===== src/rtl/pipe_ctrl_pkg.sv =====
// -----------------------------------------------------------------------------
// pipe_ctrl_pkg
// Shared definitions for the pipeline control unit:
//   - pc_sel_e      : PC-select encodings driven on pc_sel_o
//   - STG_*         : default stage indices of the 5-stage core
//   - REG_W         : architectural register index width
// -----------------------------------------------------------------------------
package pipe_ctrl_pkg;

  localparam int REG_W = 5;

  localparam int STG_IF  = 0;
  localparam int STG_ID  = 1;
  localparam int STG_EXE = 2;
  localparam int STG_MEM = 3;
  localparam int STG_WB  = 4;

  typedef enum logic [1:0] {
    PC_SEL_SEQ = 2'b00,
    PC_SEL_BR  = 2'b01,
    PC_SEL_EXC = 2'b10
  } pc_sel_e;

endpackage


===== src/rtl/pipe_ctrl_hazard.sv =====
// -----------------------------------------------------------------------------
// pipe_ctrl_hazard
// Combinational load-use detector. Compares the ID source registers against
// the destination of every in-flight load in stages 2..MEM_STAGE.
// Ports:
//   i_id_rs1 / i_id_rs2         : ID source register indices
//   i_id_use_rs1 / i_id_use_rs2 : ID actually reads that source
//   i_ld_rd   : packed rd per stage, stage 2 in the LSBs
//   i_ld_is   : stage holds a load
//   i_ld_live : stage holds a live instruction
//   o_ld_use  : ID must stall
// -----------------------------------------------------------------------------
module pipe_ctrl_hazard
  import pipe_ctrl_pkg::*;
#(
  parameter int NLD = 2
) (
  input  logic [REG_W-1:0]     i_id_rs1,
  input  logic [REG_W-1:0]     i_id_rs2,
  input  logic                 i_id_use_rs1,
  input  logic                 i_id_use_rs2,
  input  logic [REG_W*NLD-1:0] i_ld_rd,
  input  logic [NLD-1:0]       i_ld_is,
  input  logic [NLD-1:0]       i_ld_live,
  output logic                 o_ld_use
);

  always_comb begin
    o_ld_use = 1'b0;
    for (int i = 0; i < NLD; i++) begin
      // x0 is hardwired to zero, so a load targeting it never creates a hazard.
      if (i_ld_live[i] && i_ld_is[i] && (i_ld_rd[i*REG_W +: REG_W] != '0) &&
          ((i_id_use_rs1 && (i_ld_rd[i*REG_W +: REG_W] == i_id_rs1)) ||
           (i_id_use_rs2 && (i_ld_rd[i*REG_W +: REG_W] == i_id_rs2)))) begin
        o_ld_use = 1'b1;
      end
    end
  end

endmodule


===== src/rtl/pipe_ctrl.sv =====
// -----------------------------------------------------------------------------
// pipe_ctrl
// Pipeline control for the in-order core: per-register stall/flush/valid,
// load-use interlock, fetch-wait bubbles, PC-select arbitration and
// cycle/instret counters. Register k sits between stage k and stage k+1.
// Optional macro: PIPE_CTRL_PERF_EN enables the 32-bit stall/flush counters;
// without it stall_cnt_o/flush_cnt_o are constant 0.
// Ports:
//   clk_i, rst_i            : clock, synchronous active-high reset
//   ifetch_ack_i            : IF holds a fetched instruction
//   dmem_req_i/ack_i/err_i  : data-bus status of the MEM-stage instruction
//   id_rs1_i/rs2_i, id_use_rs1_i/rs2_i : ID source operands
//   ld_rd_i, ld_is_i        : rd / is-load of stages 2..MEM_STAGE
//   br_j_taken_i            : taken branch/jump in BR_STAGE
//   exc_taken_i             : trap taken in WB
//   stall_o, flush_o, valid_o : per-register control/status
//   pc_sel_o                : 00 sequential, 01 branch, 10 trap
//   cycle_o, instret_o      : wrapping counters
//   stall_cnt_o, flush_cnt_o: performance counters
// Data-bus handshake: the access of the MEM-stage instruction completes in the
// cycle dmem_ack_i or dmem_err_i is high while dmem_req_i is high; until then
// MEM and every stage before it hold, and a bubble enters the register after
// MEM.
// -----------------------------------------------------------------------------
module pipe_ctrl
  import pipe_ctrl_pkg::*;
#(
  parameter int NSTAGES   = STG_WB + 1,
  parameter int BR_STAGE  = STG_EXE,
  parameter int MEM_STAGE = STG_MEM,
  parameter int CNT_W     = 64
) (
  input  logic                           clk_i,
  input  logic                           rst_i,
  input  logic                           ifetch_ack_i,
  input  logic                           dmem_req_i,
  input  logic                           dmem_ack_i,
  input  logic                           dmem_err_i,
  input  logic [REG_W-1:0]               id_rs1_i,
  input  logic [REG_W-1:0]               id_rs2_i,
  input  logic                           id_use_rs1_i,
  input  logic                           id_use_rs2_i,
  input  logic [REG_W*(MEM_STAGE-1)-1:0] ld_rd_i,
  input  logic [MEM_STAGE-2:0]           ld_is_i,
  input  logic                           br_j_taken_i,
  input  logic                           exc_taken_i,
  output logic [NSTAGES-2:0]             stall_o,
  output logic [NSTAGES-2:0]             flush_o,
  output logic [NSTAGES-2:0]             valid_o,
  output logic [1:0]                     pc_sel_o,
  output logic [CNT_W-1:0]               cycle_o,
  output logic [CNT_W-1:0]               instret_o,
  output logic [31:0]                    stall_cnt_o,
  output logic [31:0]                    flush_cnt_o
);

  localparam logic [CNT_W-1:0] CNT_ONE = {{(CNT_W-1){1'b0}}, 1'b1};

  logic [NSTAGES-2:0] r_valid;
  logic [CNT_W-1:0]   r_cycle;
  logic [CNT_W-1:0]   r_instret;

  // Liveness of stages 0..NSTAGES-2 (WB liveness is only needed as r_valid).
  logic [NSTAGES-2:0] w_live;
  logic [NSTAGES-2:0] w_cause;
  logic [NSTAGES-1:0] w_stage_stall;
  logic [NSTAGES-2:0] w_stall;
  logic [NSTAGES-2:0] w_flush;
  logic               w_acc;
  logic               w_ld_use;
  logic               w_mem_wait;
  logic               w_br_fire;
  logic               w_exc_fire;

  assign w_live = {r_valid[NSTAGES-3:0], ifetch_ack_i};

  pipe_ctrl_hazard #(
    .NLD (MEM_STAGE-1)
  ) u_hazard (
    .i_id_rs1     (id_rs1_i),
    .i_id_rs2     (id_rs2_i),
    .i_id_use_rs1 (id_use_rs1_i),
    .i_id_use_rs2 (id_use_rs2_i),
    .i_ld_rd      (ld_rd_i),
    .i_ld_is      (ld_is_i),
    .i_ld_live    (w_live[MEM_STAGE:2]),
    .o_ld_use     (w_ld_use)
  );

  assign w_mem_wait = w_live[MEM_STAGE] & dmem_req_i & ~dmem_ack_i & ~dmem_err_i;

  always_comb begin
    w_cause            = '0;
    w_cause[STG_IF]    = ~ifetch_ack_i;
    w_cause[STG_ID]    = w_ld_use;
    w_cause[MEM_STAGE] = w_mem_wait;
  end

  // A stall propagates backwards: a stage stalls if it or any later stage
  // has a local cause. The fetch-wait cause only affects IF itself.
  always_comb begin
    w_acc                  = 1'b0;
    w_stage_stall          = '0;
    w_stage_stall[NSTAGES-1] = 1'b0;
    for (int s = NSTAGES-2; s >= 1; s--) begin
      w_acc            = w_acc | w_cause[s];
      w_stage_stall[s] = w_acc;
    end
    w_stage_stall[0] = w_acc | w_cause[0];
  end

  assign w_stall = w_stage_stall[NSTAGES-1:1];

  // A branch cannot redirect while its own stage is frozen.
  assign w_br_fire  = ~rst_i & br_j_taken_i & r_valid[BR_STAGE-1] &
                      ~w_stage_stall[BR_STAGE];
  assign w_exc_fire = ~rst_i & exc_taken_i & r_valid[NSTAGES-2];

  always_comb begin
    for (int k = 0; k < NSTAGES-1; k++) begin
      w_flush[k] = w_exc_fire | (w_br_fire & (k < BR_STAGE));
    end
  end

  assign stall_o  = rst_i ? '0 : w_stall;
  assign flush_o  = rst_i ? '1 : w_flush;
  assign valid_o  = r_valid;
  assign pc_sel_o = w_exc_fire ? PC_SEL_EXC : (w_br_fire ? PC_SEL_BR : PC_SEL_SEQ);

  always_ff @(posedge clk_i) begin
    if (rst_i) begin
      r_valid <= '0;
    end else begin
      for (int k = 0; k < NSTAGES-1; k++) begin
        if (w_flush[k]) begin
          r_valid[k] <= 1'b0;
        end else if (w_stall[k]) begin
          r_valid[k] <= r_valid[k];
        end else if (w_stage_stall[k]) begin
          // Upstream stage frozen while this register advances: insert bubble.
          r_valid[k] <= 1'b0;
        end else begin
          r_valid[k] <= w_live[k];
        end
      end
    end
  end

  always_ff @(posedge clk_i) begin
    if (rst_i) begin
      r_cycle   <= '0;
      r_instret <= '0;
    end else begin
      r_cycle <= r_cycle + CNT_ONE;
      // The WB instruction retires unless it is the one taking the trap.
      if (r_valid[NSTAGES-2] && !w_exc_fire) begin
        r_instret <= r_instret + CNT_ONE;
      end
    end
  end

  assign cycle_o   = r_cycle;
  assign instret_o = r_instret;

`ifdef PIPE_CTRL_PERF_EN
  logic [31:0] r_stall_cnt;
  logic [31:0] r_flush_cnt;

  always_ff @(posedge clk_i) begin
    if (rst_i) begin
      r_stall_cnt <= '0;
      r_flush_cnt <= '0;
    end else begin
      if (w_stall[0]) begin
        r_stall_cnt <= r_stall_cnt + 32'd1;
      end
      if (w_br_fire || w_exc_fire) begin
        r_flush_cnt <= r_flush_cnt + 32'd1;
      end
    end
  end

  assign stall_cnt_o = r_stall_cnt;
  assign flush_cnt_o = r_flush_cnt;
`else
  assign stall_cnt_o = '0;
  assign flush_cnt_o = '0;
`endif

endmodule


===== config.mk =====
export PLATFORM = sky130hd
export DESIGN_NAME = pipe_ctrl
export DESIGN_NICKNAME = d
export VERILOG_FILES = /design/src/rtl/pipe_ctrl_pkg.sv /design/src/rtl/pipe_ctrl_hazard.sv /design/src/rtl/pipe_ctrl.sv
export SDC_FILE = /design/constraint.sdc
export NUM_CORES = 1
export LEC_CHECK = 0
export CAP_MARGIN = 30
export CORE_MARGIN = 5
export CORE_UTILIZATION = 30
export DETAILED_ROUTE_END_ITERATION = 8
export GPL_TIMING_DRIVEN = 0
export PLACE_DENSITY = 0.61
export SLEW_MARGIN = 5
export SYNTH_ARGS = -nofsm -noshare
export SYNTH_HDL_FRONTEND = slang
export SYNTH_SLANG_ARGS = --single-unit
export TNS_END_PERCENT = 30

===== constraint.sdc =====
create_clock -name clk_i -period 5.23 [get_ports clk_i]
set_input_delay 0.7845 -clock clk_i [delete_from_list [all_inputs] [get_ports clk_i]]
set_output_delay 0.7845 -clock clk_i [all_outputs]
set_load 0.01 [all_outputs]

==> summary.txt, run 1 <==
Run status
  • Outcome: completed

Die
  • Die H: 164 um
  • Initial Utilization: 0.304
  • CORE AREA: 23300 um^2
  • Die Area: 26800 um^2
  • I/O pins: 238
  • DIE WIDTH: 164 um
  • # rows: 56

Yosys
  • Synth unique cells: 43
  • Mapped cell area: 7080 um^2
  • Register area share after synthesis: 0.373
  • Synth warn: 0
  • Number of flops mapped to enable cells by yosys: 0
  • Mapped Cells: 859
  • FF+latch count, synth: 132
  • Ys async rst share: 0
  • Ys flop type: dfxtp_1
  • Avg Inst Size Synth: 8.25 um^2

Cells and area
  • Layout area overhead: 42.3%
  • Share of layout cells above drive strength 1: 0.110
  • Register area: 2640 um^2
  • Multi-input gate area: 3950 um^2
  • # fillers: 2322
  • Final nets: 1148
  • Ant diodes: 0

Global routing
  • Pin count of the biggest net entering global routing: 17
  • Global Route Usage Sum: 0.164
  • Initial antenna violation count: 0
  • First-pass GRT wire length: 35600 um
  • GRT met3 Usage: 0.0411
  • Met2 usage: 0.266
  • Met1 Resource Use GR: 0.211
  • Vias in the first global route: 6901
  • Layer with the highest usage: met2
  • Overflow after GRT: 0

Hold path
  • Hold Crit Depth: 2
  • Min-delay worst type: reg -> reg

Worst setup path
  • CP Data Arrival Time: 3.94 ns
  • Crit path kind: in -> out
  • Worst Setup Start Kind: input port
  • Reg2Reg Depth: 7
  • WP data required: 4.45 ns
  • Critical Path Fanout Max: 10
  • CP Capture Type: output pin

Clock tree
  • Root Driver: clkbuf_16
  • H-Tree Depth: 4
  • CTS tree: built
  • Clk Latency, worst-skew pair: 0.42 ns
  • Clock Sinks: 132
  • CTS clock-pin slew for the worst setup and hold paths: 0.05 ns
  • Max clock buf depth: 2
  • CTS buffer count: 17

Power
  • P_int: 1910 uW
  • Reg power frac: 0.410
  • VDD IR max: 0.136 mV
  • Power Dens Cells: 245 nW/um^2
  • Combinational power share: 0.065
  • Switching power: 557 uW
  • Leakage: 0.00343 uW
  • Sw Share: 0.225
  • Clk pwr share: 0.525

Drt
  • DR vias/cell: 4.98
  • Routed length per instance: 15.4 um
  • Drt total wl: 22300 um
  • Pre-antenna DRT Iters: 7
  • DRT iter0 DRCs: 462
  • DR vias: 7206
  • # DRC: 0
  • Routed Antenna Nets: 0

Timing
  • Final Skew: 0.00983 ns
  • Setup TNS: 0 ns
  • Slew @ Worst Pin: 0.761 ns
  • Endpoints failing hold: 0
  • Fmax: 212 MHz
  • # setup viols final: 0
  • Fin crit period: 4.72 ns
  • Setup repair after global routing missed its margin: false
  • Pins Over Slew Limit: 0
  • Slew headroom: 0.489
  • Fin crit share: 0.902
  • Fin worst setup slack: 0.510 ns

Placement
  • Routability cong.: 0.856
  • DPL Wire Length: 16700 um
  • Placement Setup Slack: 0.137 ns
  • I/O Buffers: 172

Flow run
  • MaxCap Viol Count: 0
-- cell usage after synthesis (15+ instances only) --
master	number	area, um^2
or4_1	43	323
nand2_1	49	184
nand3_1	49	245
o21ai_0	28	140
xnor2_1	37	324
buf_4	69	518
or3_1	35	219
and3_1	15	93.8
dfxtp_1	132	2640
clkbuf_1	32	120
o31ai_1	37	278
xor2_1	29	254
nor2_1	71	267
inv_1	17	63.8
a21oi_1	65	325
nand4_1	52	325
-- critical path, cell delays in order --
cell             delay, ns
clkdlybuf4s50_1       0.56
clkbuf_1              0.46
clkbuf_1              0.53
clkbuf_1              0.48
clkbuf_2              0.38
nor2_1                0.12
buf_4                 0.14
clkdlybuf4s50_1       0.47
-- power groups by stage --
| stage | clock [uW] | combinational [uW] | sequential, uW |
|---|---|---|---|
| floorplan | 0 | 99.4 | 1040 |
| global placement | 0 | 158 | 1040 |
| detailed placement | 0 | 158 | 1040 |
| CTS | 1320 | 159 | 1010 |
| global route | 1360 | 175 | 1010 |
| finish | 1300 | 160 | 1010 |
-- metrics by stage --
| step | instances | hold WS, ns | util | total power [uW] | instance area [um^2] |
|---|---|---|---|---|---|
| 2_1_floorplan | 923 | 0.476 | - | 1140 | 7320 |
| 3_3_place_gp | 1414 | 0.464 | 0.405 | 1190 | 9440 |
| 3_5_place_dp | 1414 | 0.478 | 0.405 | 1190 | 9440 |
| 4_1_cts | 1446 | 0.485 | 0.432 | 2490 | 10100 |
| 5_1_grt | 1446 | 0.519 | 0.432 | 2550 | 10100 |
| 6_report | 1446 | 0.482 | 0.432 | 2470 | 10100 |
-- worst paths after layout --
kind                                                start                          to  slack, ns
worst max-delay path                                rst_i                  stall_o[2]       0.51
worst min-delay path               cycle_o[63]$_SDFF_PP0_      cycle_o[63]$_SDFF_PP0_       0.48
worst max register to register  instret_o[0]$_SDFFE_PP0P_  instret_o[50]$_SDFFE_PP0P_       2.43
worst min register to register     cycle_o[63]$_SDFF_PP0_      cycle_o[63]$_SDFF_PP0_       0.48
-- per-layer routing --
metal  vias up  wire (um)
li1       3547          -
met1      3396       9880
met2       230      10500
met3        33       1450
met4         0        512
met5         -          0
-- kinds of logic after synthesis --
kind of cell	Yosys count	share of synthesized area
xor gates and xnor gates	66	0.0816
buffers and inverters	126	0.104
other	1	0.000529
muxes	8	0.0124
and+or+nand+nor	374	0.297
adders and majority gates	2	0.00353
DFF	132	0.373
AOI/OAI and AO/OA	150	0.128
-- cells in the final DEF, fill, tap and decap left out, drive strengths merged, types with 3 or more instances in the layout --
| cell | n |
|---|---|
| clkinv | 3 |
| nor2b | 9 |
| and3 | 15 |
| a21oi | 65 |
| and2 | 6 |
| clkbuf | 52 |
| xnor2 | 37 |
| o211ai | 3 |
| clkdlybuf4s50 | 172 |
| o21ai | 28 |
| bufinv | 4 |
| nand4 | 52 |
| or2 | 7 |
| nand3 | 50 |
| inv | 18 |
| or4 | 43 |
| buf | 77 |
| or3 | 35 |
| nor3 | 10 |
| xor2 | 29 |
| clkinvlp | 4 |
| mux2 | 6 |
| nor4 | 12 |
| and4 | 13 |
| o41ai | 5 |
| dfxtp | 132 |
| conb | 65 |
| nor2 | 71 |
| o311ai | 5 |
| nand2 | 49 |
| o31ai | 37 |
-- area by class of cell --
type                            count  area share
Multi-Input combinational cell    665       0.391
Clock inverter                     12      0.0176
Tap cell                          319      0.0396
Sequential cell                   132       0.262
Clock buffer                       20      0.0453
Timing Repair Buffer              172       0.171
Buffer                            109      0.0668
Inverter                           17     0.00633
-- state kept, by name, summed over array words and instances (netlist names) --
signal	cells
instret_o	64
cycle_o	64
valid_o	4
-- repair_timing --
action / CTS / global route
hold endpoints to repair: 0 / 0
buffers inserted: 0 / 0
hold buffers: 0 / 0
gates resized for setup: 0 / 2
endpoints found under the setup margin: 0 / 1
Note: power is estimated with default switching activity, not from simulation.
==> run 2: changes to the inputs <==
Settings changed: CORE_UTILIZATION 30 to 40, PLACE_DENSITY 0.61 to 0.76.
==> run 2 against run 1 <==
Fmax shrank 1.8%. Wire length shrank 3.6%. Power shrank 1.8%. Sequential share of layout area grew 0.36 points.
==> summary.txt, run 2 (synthesis gave the netlist of run 1 again) <==
Timing
  • Fmax: 208 MHz
  • Hold slack final: 0.479 ns
  • Fin crit share: 0.919
  • Pins Over Slew Limit: 0
  • Fin crit period: 4.81 ns
  • Endpoints failing hold: 0
  • Slew headroom: 0.491
  • Setup TNS: 0 ns
  • Final Skew: 0.0112 ns
  • # setup viols final: 0
  • Setup repair after global routing missed its margin: false
  • Slew @ Worst Pin: 0.757 ns

Worst setup path
  • CP Data Arrival Time: 4.02 ns
  • Max incr delay on CP: 0.57 ns
  • Crit path kind: in -> out
  • CP Capture Type: output pin
  • Slowest-stage cell, CP: clkdlybuf4s50_1
  • Worst Setup Start Kind: input port
  • CP Cell Sequence: clkdlybuf4s50_1 -> clkbuf_1 -> clkbuf_1 -> clkbuf_1 -> clkbuf_1 -> nor2_1 -> buf_4 -> clkdlybuf4s50_1
  • Critical Path Fanout Max: 10
  • Most numerous cell on the critical path: clkbuf_1
  • Reg2Reg Depth: 7
  • WP data required: 4.45 ns

Die
  • CORE AREA: 17400 um^2
  • Die H: 143 um
  • DIE WIDTH: 143 um
  • I/O pins: 238
  • Initial Utilization: 0.408
  • Die Area: 20500 um^2
  • # rows: 48

Cells and area
  • Most common cell after layout, fill and taps aside: clkdlybuf4s50_1
  • Fin cells: 1352
  • Final nets: 1148
  • Ant diodes: 0
  • Final core area utilization: 0.573
  • Share of layout cells above drive strength 1: 0.110
  • Layout area overhead: 40.4%
  • Highest-count cells in the layout ignoring fill and taps: clkdlybuf4s50_1 (172), dfxtp_1 (132), nor2_1 (71), buf_4 (69)

Placement
  • Placed insts: 1320
  • I/O Buffers: 172
  • Routability cong.: 0.871
  • DPL Wire Length: 15900 um

Hold path
  • Min-delay worst type: reg -> reg
  • Hold Crit Depth: 2

Drt
  • Pre-antenna DRT Iters: 8
  • Routed Antenna Nets: 0
  • DRT iter0 DRCs: 516
  • Drt total wl: 21500 um
  • DR vias: 7266
  • # DRC: 0
  • DR vias/cell: 5.37
  • Routed length per instance: 15.9 um

Clock tree
  • Post-CTS resize count: 0
  • Clock Sinks: 132
  • H-Tree Depth: 4
  • Max clock buf depth: 2
  • Post-CTS Hold Buffers: 0
  • CTS tree: built
  • Post-CTS Setup Inserts: 0
  • Root Driver: clkbuf_16
  • CTS clock-pin slew for the worst setup and hold paths: 0.06 ns
  • CTS buffer count: 17
  • Clk Latency, worst-skew pair: 0.42 ns

Global routing
  • Vias in the first global route: 6717
  • Global Route Usage Sum: 0.203
  • Pin count of the biggest net entering global routing: 17
  • Initial antenna violation count: 0
  • First-pass GRT wire length: 33900 um
  • Overflow after GRT: 0

Power
  • Final Total Pwr: 2430 uW
  • Power Dens Cells: 244 nW/um^2
  • Leakage: 0.00343 uW
  • VDD IR max: 0.220 mV

Flow run
  • MaxCap Viol Count: 0

Run status
  • Outcome: completed
run 2: changes by cell type in the layout (fill, tap and decap cells not counted), sizes merged:
cell / previous run / this run
clkinv: 3 / 7
clkinvlp: 4 / 1
clkbuf: 52 / 50
inv: 18 / 20
bufinv: 4 / 3
run 2: final timing paths:
kind	startpoint	to	slack, ns
worst min-delay path	valid_o[0]$_SDFFE_PP0N_	valid_o[0]$_SDFFE_PP0N_	0.48
worst max register to register	instret_o[0]$_SDFFE_PP0P_	instret_o[54]$_SDFFE_PP0P_	2.43
worst min register to register	valid_o[0]$_SDFFE_PP0N_	valid_o[0]$_SDFFE_PP0N_	0.48
worst max-delay path	rst_i	stall_o[2]	0.42
run 2: per-layer routing:
metal / routed length, um / track usage / up-vias / part of all wire
li1: - / - / 3537 / -
met1: 9000 / 0.258 / 3406 / 0.42
met2: 10500 / 0.338 / 293 / 0.49
met3: 1660 / 0.0486 / 30 / 0.077
met4: 357 / 0.0710 / 0 / 0.017
met5: 0 / 0 / - / 0
run 2: report_power, final:
group	switching (uW)	internal [uW]	leakage, uW
registers	4.17	1010	0.00106
clock network	485	769	0.000303
logic	77.9	81.2	0.00207
run 2: final cells by class:
cell class,count,area [um^2]
Buffer,109,672
Clock buffer,18,439
Clock inverter,14,176
Fill cell,1568,7410
Inverter,17,63.8
Multi-Input combinational cell,665,3950
Sequential cell,132,2640
Tap cell,225,282
Timing Repair Buffer,172,1720
run 2: critical path, delay by kind of cell:
family        cells  cell delay (ns)
buf+inv           7             3.07
simple gates      1             0.17
run 2: per-stage QoR:
step	area, um^2	setup slack [ns]
finish	9940	0.424
global route	9940	0.172
CTS	9940	0.334
detailed placement	9330	0.350
global placement	9330	0.339
floorplan	7320	2.28
